<file path="src/rtl/riscv_pkg.sv">
// riscv_pkg: shared RV32M encodings, FSM states and helpers
// for the multi-cycle M-extension execute unit.
package riscv_pkg;

  localparam logic [2:0] F3_MUL    = 3'b000;
  localparam logic [2:0] F3_MULH   = 3'b001;
  localparam logic [2:0] F3_MULHSU = 3'b010;
  localparam logic [2:0] F3_MULHU  = 3'b011;
  localparam logic [2:0] F3_DIV    = 3'b100;
  localparam logic [2:0] F3_DIVU   = 3'b101;
  localparam logic [2:0] F3_REM    = 3'b110;
  localparam logic [2:0] F3_REMU   = 3'b111;

  localparam logic [2:0] ST_IDLE     = 3'd0;
  localparam logic [2:0] ST_MUL      = 3'd1;
  localparam logic [2:0] ST_DIV_ITER = 3'd2;
  localparam logic [2:0] ST_FIX      = 3'd3;
  localparam logic [2:0] ST_DONE     = 3'd4;

  function automatic logic [63:0] min_int(input int xlen);
    min_int = 64'd1 << (xlen - 1);
  endfunction

endpackage

</file>
<file path="src/rtl/mdu_div_core.sv">
// mdu_div_core: iterative restoring divider on unsigned magnitudes,
// one quotient bit per cycle, MSB first.
module mdu_div_core
  import riscv_pkg::*;
#(
  parameter int XLEN = 32
) (
  input  logic            clk,
  input  logic            rst,
  input  logic            start,
  input  logic            abort,
  input  logic [XLEN-1:0] dividend,
  input  logic [XLEN-1:0] divisor,
  output logic            busy,
  output logic            last,
  output logic [XLEN-1:0] quotient,
  output logic [XLEN-1:0] remainder
);

  localparam int CW = $clog2(XLEN);
  localparam logic [CW-1:0] CNT_TOP = CW'(XLEN - 1);

  logic [XLEN-1:0] q;
  logic [XLEN-1:0] r;
  logic [XLEN-1:0] d;
  logic [CW-1:0]   cnt;
  logic [XLEN:0]   shifted;
  logic [XLEN:0]   diff;

  // diff[XLEN] set means the trial subtraction underflowed
  assign shifted = {r, q[XLEN-1]};
  assign diff    = shifted - {1'b0, d};
  assign last    = busy & (cnt == '0);

  always_ff @(posedge clk or posedge rst) begin
    if (rst) begin
      busy <= 1'b0;
      q    <= '0;
      r    <= '0;
      d    <= '0;
      cnt  <= '0;
    end else if (abort) begin
      busy <= 1'b0;
    end else if (start) begin
      busy <= 1'b1;
      q    <= dividend;
      r    <= '0;
      d    <= divisor;
      cnt  <= CNT_TOP;
    end else if (busy) begin
      q   <= {q[XLEN-2:0], ~diff[XLEN]};
      r   <= diff[XLEN] ? shifted[XLEN-1:0] : diff[XLEN-1:0];
      cnt <= cnt - 1'b1;
      if (cnt == '0) busy <= 1'b0;
    end
  end

  assign quotient  = q;
  assign remainder = r;

endmodule

</file>
<file path="src/rtl/ex_muldiv_unit.sv">
// ex_muldiv_unit: multi-cycle RV32M execute unit beside the EX ALU;
// pipelined multiplier plus iterative divider, stalls until done.
module ex_muldiv_unit
  import riscv_pkg::*;
#(
  parameter int XLEN       = 32,
  parameter int MUL_STAGES = 2
) (
  input  logic            clk,
  input  logic            rst,
  input  logic            valid_in,
  input  logic [XLEN-1:0] op1,
  input  logic [XLEN-1:0] op2,
  input  logic [2:0]      func3,
  input  logic            flush,
  output logic            ready,
  output logic            stall,
  output logic            done,
  output logic [XLEN-1:0] result
);

  localparam logic [63:0]     MIN64   = min_int(XLEN);
  localparam logic [XLEN-1:0] MIN_X   = MIN64[XLEN-1:0];
  localparam logic [7:0]      MUL_TOP = 8'(MUL_STAGES - 1);

  logic [2:0]      state;
  logic [7:0]      mul_cnt;
  logic [2:0]      f3_q;
  logic [XLEN-1:0] op1_q;
  logic            dz_q;
  logic            ovf_q;
  logic            qneg_q;
  logic            rneg_q;
  logic            accept;

  assign ready  = (state == ST_IDLE);
  assign done   = (state == ST_DONE);
  assign stall  = valid_in & ~done;
  assign accept = valid_in & ready & ~flush;

  // product is formed from the raw inputs in the accept cycle
  logic                   sa;
  logic                   sb;
  logic signed [XLEN:0]   ma;
  logic signed [XLEN:0]   mb;
  logic signed [2*XLEN+1:0] prod;
  logic [1:0]             unused_prod_hi;
  logic [2*XLEN-1:0]      pipe [MUL_STAGES];

  assign sa   = (func3 == F3_MULH) | (func3 == F3_MULHSU);
  assign sb   = (func3 == F3_MULH);
  assign ma   = {sa & op1[XLEN-1], op1};
  assign mb   = {sb & op2[XLEN-1], op2};
  assign prod = ma * mb;
  assign unused_prod_hi = prod[2*XLEN+1:2*XLEN];

  always_ff @(posedge clk or posedge rst) begin
    if (rst) begin
      for (int i = 0; i < MUL_STAGES; i++) pipe[i] <= '0;
    end else begin
      pipe[0] <= prod[2*XLEN-1:0];
      for (int i = 1; i < MUL_STAGES; i++) pipe[i] <= pipe[i-1];
    end
  end

  logic            sdiv;
  logic            n1;
  logic            n2;
  logic [XLEN-1:0] abs1;
  logic [XLEN-1:0] abs2;
  logic            div_busy;
  logic            div_last;
  logic [XLEN-1:0] quot;
  logic [XLEN-1:0] rem;

  assign sdiv = ~func3[0];
  assign n1   = sdiv & op1[XLEN-1];
  assign n2   = sdiv & op2[XLEN-1];
  assign abs1 = n1 ? -op1 : op1;
  assign abs2 = n2 ? -op2 : op2;

  mdu_div_core #(.XLEN(XLEN)) u_div (
    .clk       (clk),
    .rst       (rst),
    .start     (accept & func3[2]),
    .abort     (flush),
    .dividend  (abs1),
    .divisor   (abs2),
    .busy      (div_busy),
    .last      (div_last),
    .quotient  (quot),
    .remainder (rem)
  );

  always_ff @(posedge clk or posedge rst) begin
    if (rst) begin
      f3_q   <= '0;
      op1_q  <= '0;
      dz_q   <= 1'b0;
      ovf_q  <= 1'b0;
      qneg_q <= 1'b0;
      rneg_q <= 1'b0;
    end else if (accept) begin
      f3_q   <= func3;
      op1_q  <= op1;
      dz_q   <= (op2 == '0);
      ovf_q  <= sdiv & (op1 == MIN_X) & (op2 == '1);
      qneg_q <= n1 ^ n2;
      rneg_q <= n1;
    end
  end

  always_ff @(posedge clk or posedge rst) begin
    if (rst) begin
      state   <= ST_IDLE;
      mul_cnt <= '0;
    end else if (flush && state != ST_IDLE) begin
      state <= ST_IDLE;
    end else begin
      case (state)
        ST_IDLE: if (accept) begin
          state   <= func3[2] ? ST_DIV_ITER : ST_MUL;
          mul_cnt <= MUL_TOP;
        end
        ST_MUL: begin
          if (mul_cnt == '0) state <= ST_DONE;
          else mul_cnt <= mul_cnt - 1'b1;
        end
        ST_DIV_ITER: if (!div_busy || div_last) state <= ST_FIX;
        ST_FIX:  state <= ST_DONE;
        ST_DONE: state <= ST_IDLE;
        default: state <= ST_IDLE;
      endcase
    end
  end

  logic [XLEN-1:0] mul_val;
  logic [XLEN-1:0] qfix;
  logic [XLEN-1:0] rfix;
  logic [XLEN-1:0] div_val;
  logic [2*XLEN-1:0] mul_full;

  assign mul_full = pipe[MUL_STAGES-1];
  assign mul_val  = (f3_q[1:0] == 2'b00) ? mul_full[XLEN-1:0]
                                         : mul_full[2*XLEN-1:XLEN];
  assign qfix = qneg_q ? -quot : quot;
  assign rfix = rneg_q ? -rem : rem;

  always_comb begin
    div_val = qfix;
    if (f3_q[1]) div_val = dz_q ? op1_q : (ovf_q ? '0 : rfix);
    else         div_val = dz_q ? '1 : (ovf_q ? MIN_X : qfix);
  end

  always_ff @(posedge clk or posedge rst) begin
    if (rst) begin
      result <= '0;
    end else if (!flush) begin
      if (state == ST_MUL && mul_cnt == '0) result <= mul_val;
      else if (state == ST_FIX)             result <= div_val;
    end
  end

endmodule
</file>
<file path="config.mk">
export PLATFORM = sky130hd
export DESIGN_NAME = ex_muldiv_unit
export DESIGN_NICKNAME = d
export VERILOG_FILES = /design/src/rtl/riscv_pkg.sv /design/src/rtl/mdu_div_core.sv /design/src/rtl/ex_muldiv_unit.sv
export SDC_FILE = /design/constraint.sdc
export NUM_CORES = 2
export LEC_CHECK = 0
export ABC_AREA = 0
export CAP_MARGIN = 0
export CORE_MARGIN = 4
export CORE_UTILIZATION = 30
export CTS_CLUSTER_DIAMETER = 30
export DETAILED_ROUTE_END_ITERATION = 6
export GPL_ROUTABILITY_DRIVEN = 0
export SETUP_SLACK_MARGIN = 0.15
export SYNTH_ARGS = -nofsm -noshare
export SYNTH_HDL_FRONTEND = slang
export SYNTH_SLANG_ARGS = --single-unit
</file>
<file path="constraint.sdc">
create_clock -name clk -period 10.75 [get_ports clk]
set_input_delay 2.15 -clock clk [delete_from_list [all_inputs] [get_ports clk]]
set_output_delay 2.15 -clock clk [all_outputs]
set_load 0.1 [all_outputs]
</file>
== Word level (Yosys, flattened, before mapping) ==
Index checks and enable logic that the tools add are counted.

* Register bits after elaboration: 311
* Latch bits: 0
* Bits in writable memories: 0
* ROM bits: 0
* Input bits: 71
* Output and inout port bits: 35
* Logic and storage cells: 105
* Memories kept: 0

* Add/sub/neg operators: 7
* Multiply operators: 1
* Div/mod/pow operators: 0
* Magnitude comparators: 0
* Equality and inequality tests: 13
* Shift-type cells: 0
* Muxes and demuxes: 32
* Bitwise operators: 18
* Reduce and logical (&&, ||, !) cells: 18

{| class="wikitable"
|+ Operators by type and width
! operator !! count
|-
| two-way mux 32 bit || 17
|-
| negator 32 bit || 4
|-
| == test 32 bit (second input constant) || 2
|-
| multiplier 33 x 33 -> 64 bit || 1
|-
| subtractor 33 x 32 -> 33 bit || 1
|-
| logical NOT 32 bit || 1
|-
| two-way mux 8 bit || 2
|-
| one-hot mux 8 bit (2 select lines) || 1
|-
| two-way mux 3 bit || 4
|-
| one-hot mux 3 bit (4 select lines) || 1
|-
| bitwise AND 1 bit || 11
|-
| two-way mux 5 bit || 2
|-
| == test 3 x 2 -> 1 bit (second input constant) || 3
|-
| logical NOT 8 bit || 1
|-
| subtractor 8 x 1 -> 8 bit (second input constant) || 1
|-
| == test 3 x 1 -> 1 bit (second input constant) || 2
|-
| inequality test 3 bit (second input constant) || 2
|-
| AND reduction 2 bit || 3
|-
| nonzero test 2 bit || 3
|-
| logical NOT 5 bit || 1
|-
| inverter 1 bit || 5
|-
| subtractor 5 x 1 -> 5 bit (second input constant) || 1
|-
| two-way mux 1 bit || 4
|-
| AND reduction 4 bit || 1
|-
| other kinds (14) || 15
|}

== Longest topological paths before layout ==
* Depth in word-level cells: 7
* Gate-level depth with buffers: 33
* Mapped depth without buffers: 30

== By module ==
From an unflattened synthesis, not the netlist that was laid out.

* Cells, all modules: 6,110
* Area, all modules: 54,598.6 µm²

{| class="wikitable"
|+ By module, submodules not included
! module !! instances !! cells an instance !! area each (µm²) !! sequential area each (µm²)
|-
| ex_muldiv_unit || 1 || 5,404 || 48,333.9 || 5,230.0
|-
| mdu_div_core || 1 || 706 || 6,264.8 || 2,552.4
|}

== Worst setup path after synthesis ==
Ideal clock, no wire load.

* Kind: in2reg
* From: in func3[0]
* To: reg pipe[127] (netlist name)
* Arrival time: 10.420 ns
* Data required time: 10.670 ns
* Path slack: 0.250 ns
* Stages on the path: 31
* Path buffers: 2
* Path through: clkbuf_1 -> xnor2_1 -> nor2_1 -> and2_1 -> clkbuf_1 -> nand2_1 -> inv_1 -> fa_1 -> inv_1 -> fa_1 -> inv_1 -> fa_1 -> inv_1 -> fa_1 -> inv_1 -> fa_1 -> fa_1 -> fa_1 -> inv_1 -> fa_1 -> inv_1 -> ha_1 -> a211o_1 -> nor2b_1 -> nor2_1 -> nand4_1 -> a21oi_1 -> o41ai_1 -> o21ai_0 -> a21oi_1 -> xnor2_1

* Longest elaborated chain between the ends: 4
* Elaborated cells on any way between the ends: 6
* Classes of those cells: mul (1); eq/ne (2); bitwise (3)

{| class="wikitable"
|+ Ends and longest elaborated chain
! element !! line !! source
|-
| start: declaration || ex_muldiv_unit.sv:14 || <nowiki>input logic [2:0] func3,</nowiki>
|-
| == test 3 x 1 -> 1 bit or == test 3 x 2 -> 1 bit (tied branches) || ex_muldiv_unit.sv:50, ex_muldiv_unit.sv:51 ||
|-
| OR 1 bit || ex_muldiv_unit.sv:50 || <nowiki>assign sa = (func3 == F3_MULH) | (func3 == F3_MULHSU);</nowiki>
|-
| bitwise AND 1 bit || ex_muldiv_unit.sv:52 || <nowiki>assign ma = {sa & op1[XLEN-1], op1};</nowiki>
|-
| multiplier 33 x 33 -> 64 bit * || ex_muldiv_unit.sv:54 || <nowiki>assign prod = ma * mb;</nowiki>
|-
| via prod[63] || ex_muldiv_unit.sv:46 || <nowiki>logic signed [2*XLEN+1:0] prod;</nowiki>
|-
| end: declaration || ex_muldiv_unit.sv:48 || <nowiki>logic [2*XLEN-1:0] pipe [MUL_STAGES];</nowiki>
|}

Mark *: on every way through the listed nets, which the timed path passes. The rest lies on a longest branch.
A chain may end at the register's enable or synchronous reset.

== Worst setup path in the final report ==
* From: in func3[1]
* To: reg pipe[126] (netlist name)

Same word-level chain as after synthesis.

==> flow_summary.yaml <==
worst_setup_path:
  required_ps: 11200
  crit_path_end_kind: "flop"
  cp_max_fo: 8
  slowest_delay_ps: 650
  crit_path_start_kind: "input port"
  arrival_ps: 10710
  crit_type: "input port to flop"
  cp_common_cell: "fa_1"
  cp_slowest_cell: "fa_1"
timing:
  max_freq_mhz: 97.5
  tns_ps: 0
  hold-worst-slack_ps: 345
  finalClockSkew_ps: 16.4
  rsz0062_at_grt: "false"
  period_minus_slack_ps: 10250
  tightest_slew_ps: 1040
  hold_violations: 0
  maxSlewViolCount: 0
  report.final.setup_viol: 0
  max_slew_margin_pct: 30.9
  period_share_pct: 95.4
  setup_slack_ps: 496
cts:
  cts_root_buffer: "clkbuf_16"
  clock-sinks: 311
  clockBufferDepth: 3
  cts_tree: "yes"
  clock_latency_ps: 600
  clk_pin_slew_ps: 50
  cts_buffers: 72
  cts_max_level: 3
  post-cts-setup-buffer-count: 0
grt:
  grt_pass1_vias: 45004
  antenna_found_initial: 8
  grt_max_degree: 177
  grt.overflow.total: 0
  grt_usage_pct: 18.5
  grt_pass1_wl_um: 268000
detailed_routing:
  first_pass_iters: 6
  wl_per_cell_um: 20.2
  drc: 0
  vias: 41625
  antenna_left: 0
  drt_iter0_drc: 3130
  wirelength_um: 171000
  via_per_inst: 4.91
synth:
  synth_cell_type_count: 70
  synth.avg_cell_area_um2: 9.00
  yosysWarnings: 0
  yosysSeqAreaShare_pct: 14.4
  synth-seq-cells: 311
  synth.cell_area_um2: 54000
  synthesis.nets: 7442
  async_flop_share_pct: 100
  postSynthCellCount: 5993
  synth_flop_cell: "dfrtp_1"
  synth_edf_count: 0
cells_and_area:
  multiInputGateArea_um2: 40200
  final_util_pct: 34.0
  syn2layout_area_growth_pct: 12.7
  n_fill_cell: 18213
  nNetsFinal: 7498
  regArea_um2: 7780
  drive_gt1_share_pct: 7.11
  final_common_cell: "inv_1"
  layout_common_cells: "inv_1 (1235), fa_1 (1126), nand2_1 (1102), and2_1 (318), dfrtp_1 (311)"
place:
  pre_cts_ws_ps: -224
  dp_hpwl_um: 136000
  io_buffer_count: 105
job:
  maxCapViolCount: 0
floorplan:
  die_w_um: 432
  die_h_um: 432
  io_pins: 106
  start_util_pct: 30.2
  core_area_um2: 179000
  rows: 155
  die-area_um2: 187000
run_status:
  outcome: "finished, final reports clean"
worst_hold_path:
  worstHoldPathType: "flop to flop"
## cells by family (layout without fill, tap and decap cells)
| logic type | Yosys count | in the layout | synth area share, % |
|---|---|---|---|
| other | 0 | 8 | 0 |
| adder cells (fa/ha/maj) | 1378 | 1378 | 47.6 |
| multiplexers | 32 | 32 | 0.596 |
| buffers and inverters | 1598 | 1711 | 11.2 |
| flip-flops | 311 | 311 | 14.4 |
| XOR/XNOR | 229 | 229 | 3.72 |
| AND/OR/NAND/NOR | 1792 | 1792 | 15.0 |
| AO/OA/AOI/OAI | 653 | 653 | 7.51 |
## through the flow
step                area (um2)  instances
floorplan                54000       5993
global placement         58200       8330
detailed placement       58200       8330
CTS                      60700       8461
global route             60800       8465
finish                   60800       8469
## synthesized netlist by cell type (all sizes together) (13+ instances only)
library cell	instances	area share, %
a211oi	17	0.24
a21o	45	0.63
a21oi	155	1.4
a22oi	13	0.18
a31oi	34	0.39
and2	318	3.7
and3	23	0.27
buf	89	0.66
clkbuf	270	1.9
dfrtp	311	14
fa	1126	42
ha	252	5.8
inv	1236	8.6
mux2i	31	0.58
nand2	1103	7.7
nand2b	21	0.24
nand3	29	0.27
nand4	16	0.19
nor2	151	1.1
nor3	35	0.33
nor4	22	0.26
o211ai	16	0.22
o21ai	215	2.0
o21bai	13	0.18
o22ai	14	0.16
o31ai	27	0.40
o41ai	24	0.39
or3	21	0.27
or4	18	0.26
xnor2	130	2.1
xor2	99	1.6
## worst max-delay path: cells and delay by family
kind | cells | cell delay, ps
simple gates | 5 | 920
compound gates | 7 | 1500
fa+ha+maj | 9 | 4510
xor+xnor | 2 | 430
buf+inv | 8 | 1170
## state kept, by name (all words and copies together) (netlist names), 2 cells and up
register and count:
result 32, u_div.cnt 5, f3_q 2, pipe 64, state 3, u_div.quotient 32
op1_q 32, mul_full 64, mul_cnt 8, u_div.remainder 32, u_div.d 32
## what timing repair did
action	CTS	global route
gates resized for setup	0	2
setup endpoints to repair	0	6
endpoints found under the hold margin	0	0
hold buffers	0	0
## final cells by class
type	count	share of cell area [%]
diodes	8	0.0329
clock buffers	95	3.33
clock inverters	36	0.795
inverters	1239	7.66
multi-input cells	4084	66.1
flip-flops and latches	311	12.8
well taps	2355	4.85
repair buffers	341	4.43
## layer usage
layer	share of wire (%)	vias to the layer above	global-route usage [%]	wire (um)
met5	0.0076	-	0	13
met4	5.4	2	8.54	9190
met1	39	21679	22.8	67000
met3	5.7	371	2.39	9750
met2	50	1493	32.3	85400
li1	-	18080	-	-
## path summary, 6_finish.rpt
check / depth (start not counted) / start / slack (ps) / end
max reg2reg: 15 / u_div.quotient[31]$_DFFE_PP0P_ / 6490 / u_div.remainder[1]$_DFFE_PP0P_
max in group asynchronous: 4 / rst / 6820 / op1_q[27]$_DFFE_PP0P_
min: 0 / pipe[86]$_DFF_PP0_ / 340 / mul_full[22]$_DFF_PP0_
min reg2reg: 0 / pipe[86]$_DFF_PP0_ / 340 / mul_full[22]$_DFF_PP0_
min in group asynchronous: 2 / rst / 2050 / u_div.remainder[10]$_DFFE_PP0P_
max: 31 / func3[1] / 500 / pipe[126]$_DFF_PP0_
Power is not shown: default switching activity piles up to over one toggle a cycle in this logic, so the estimate is an artifact.
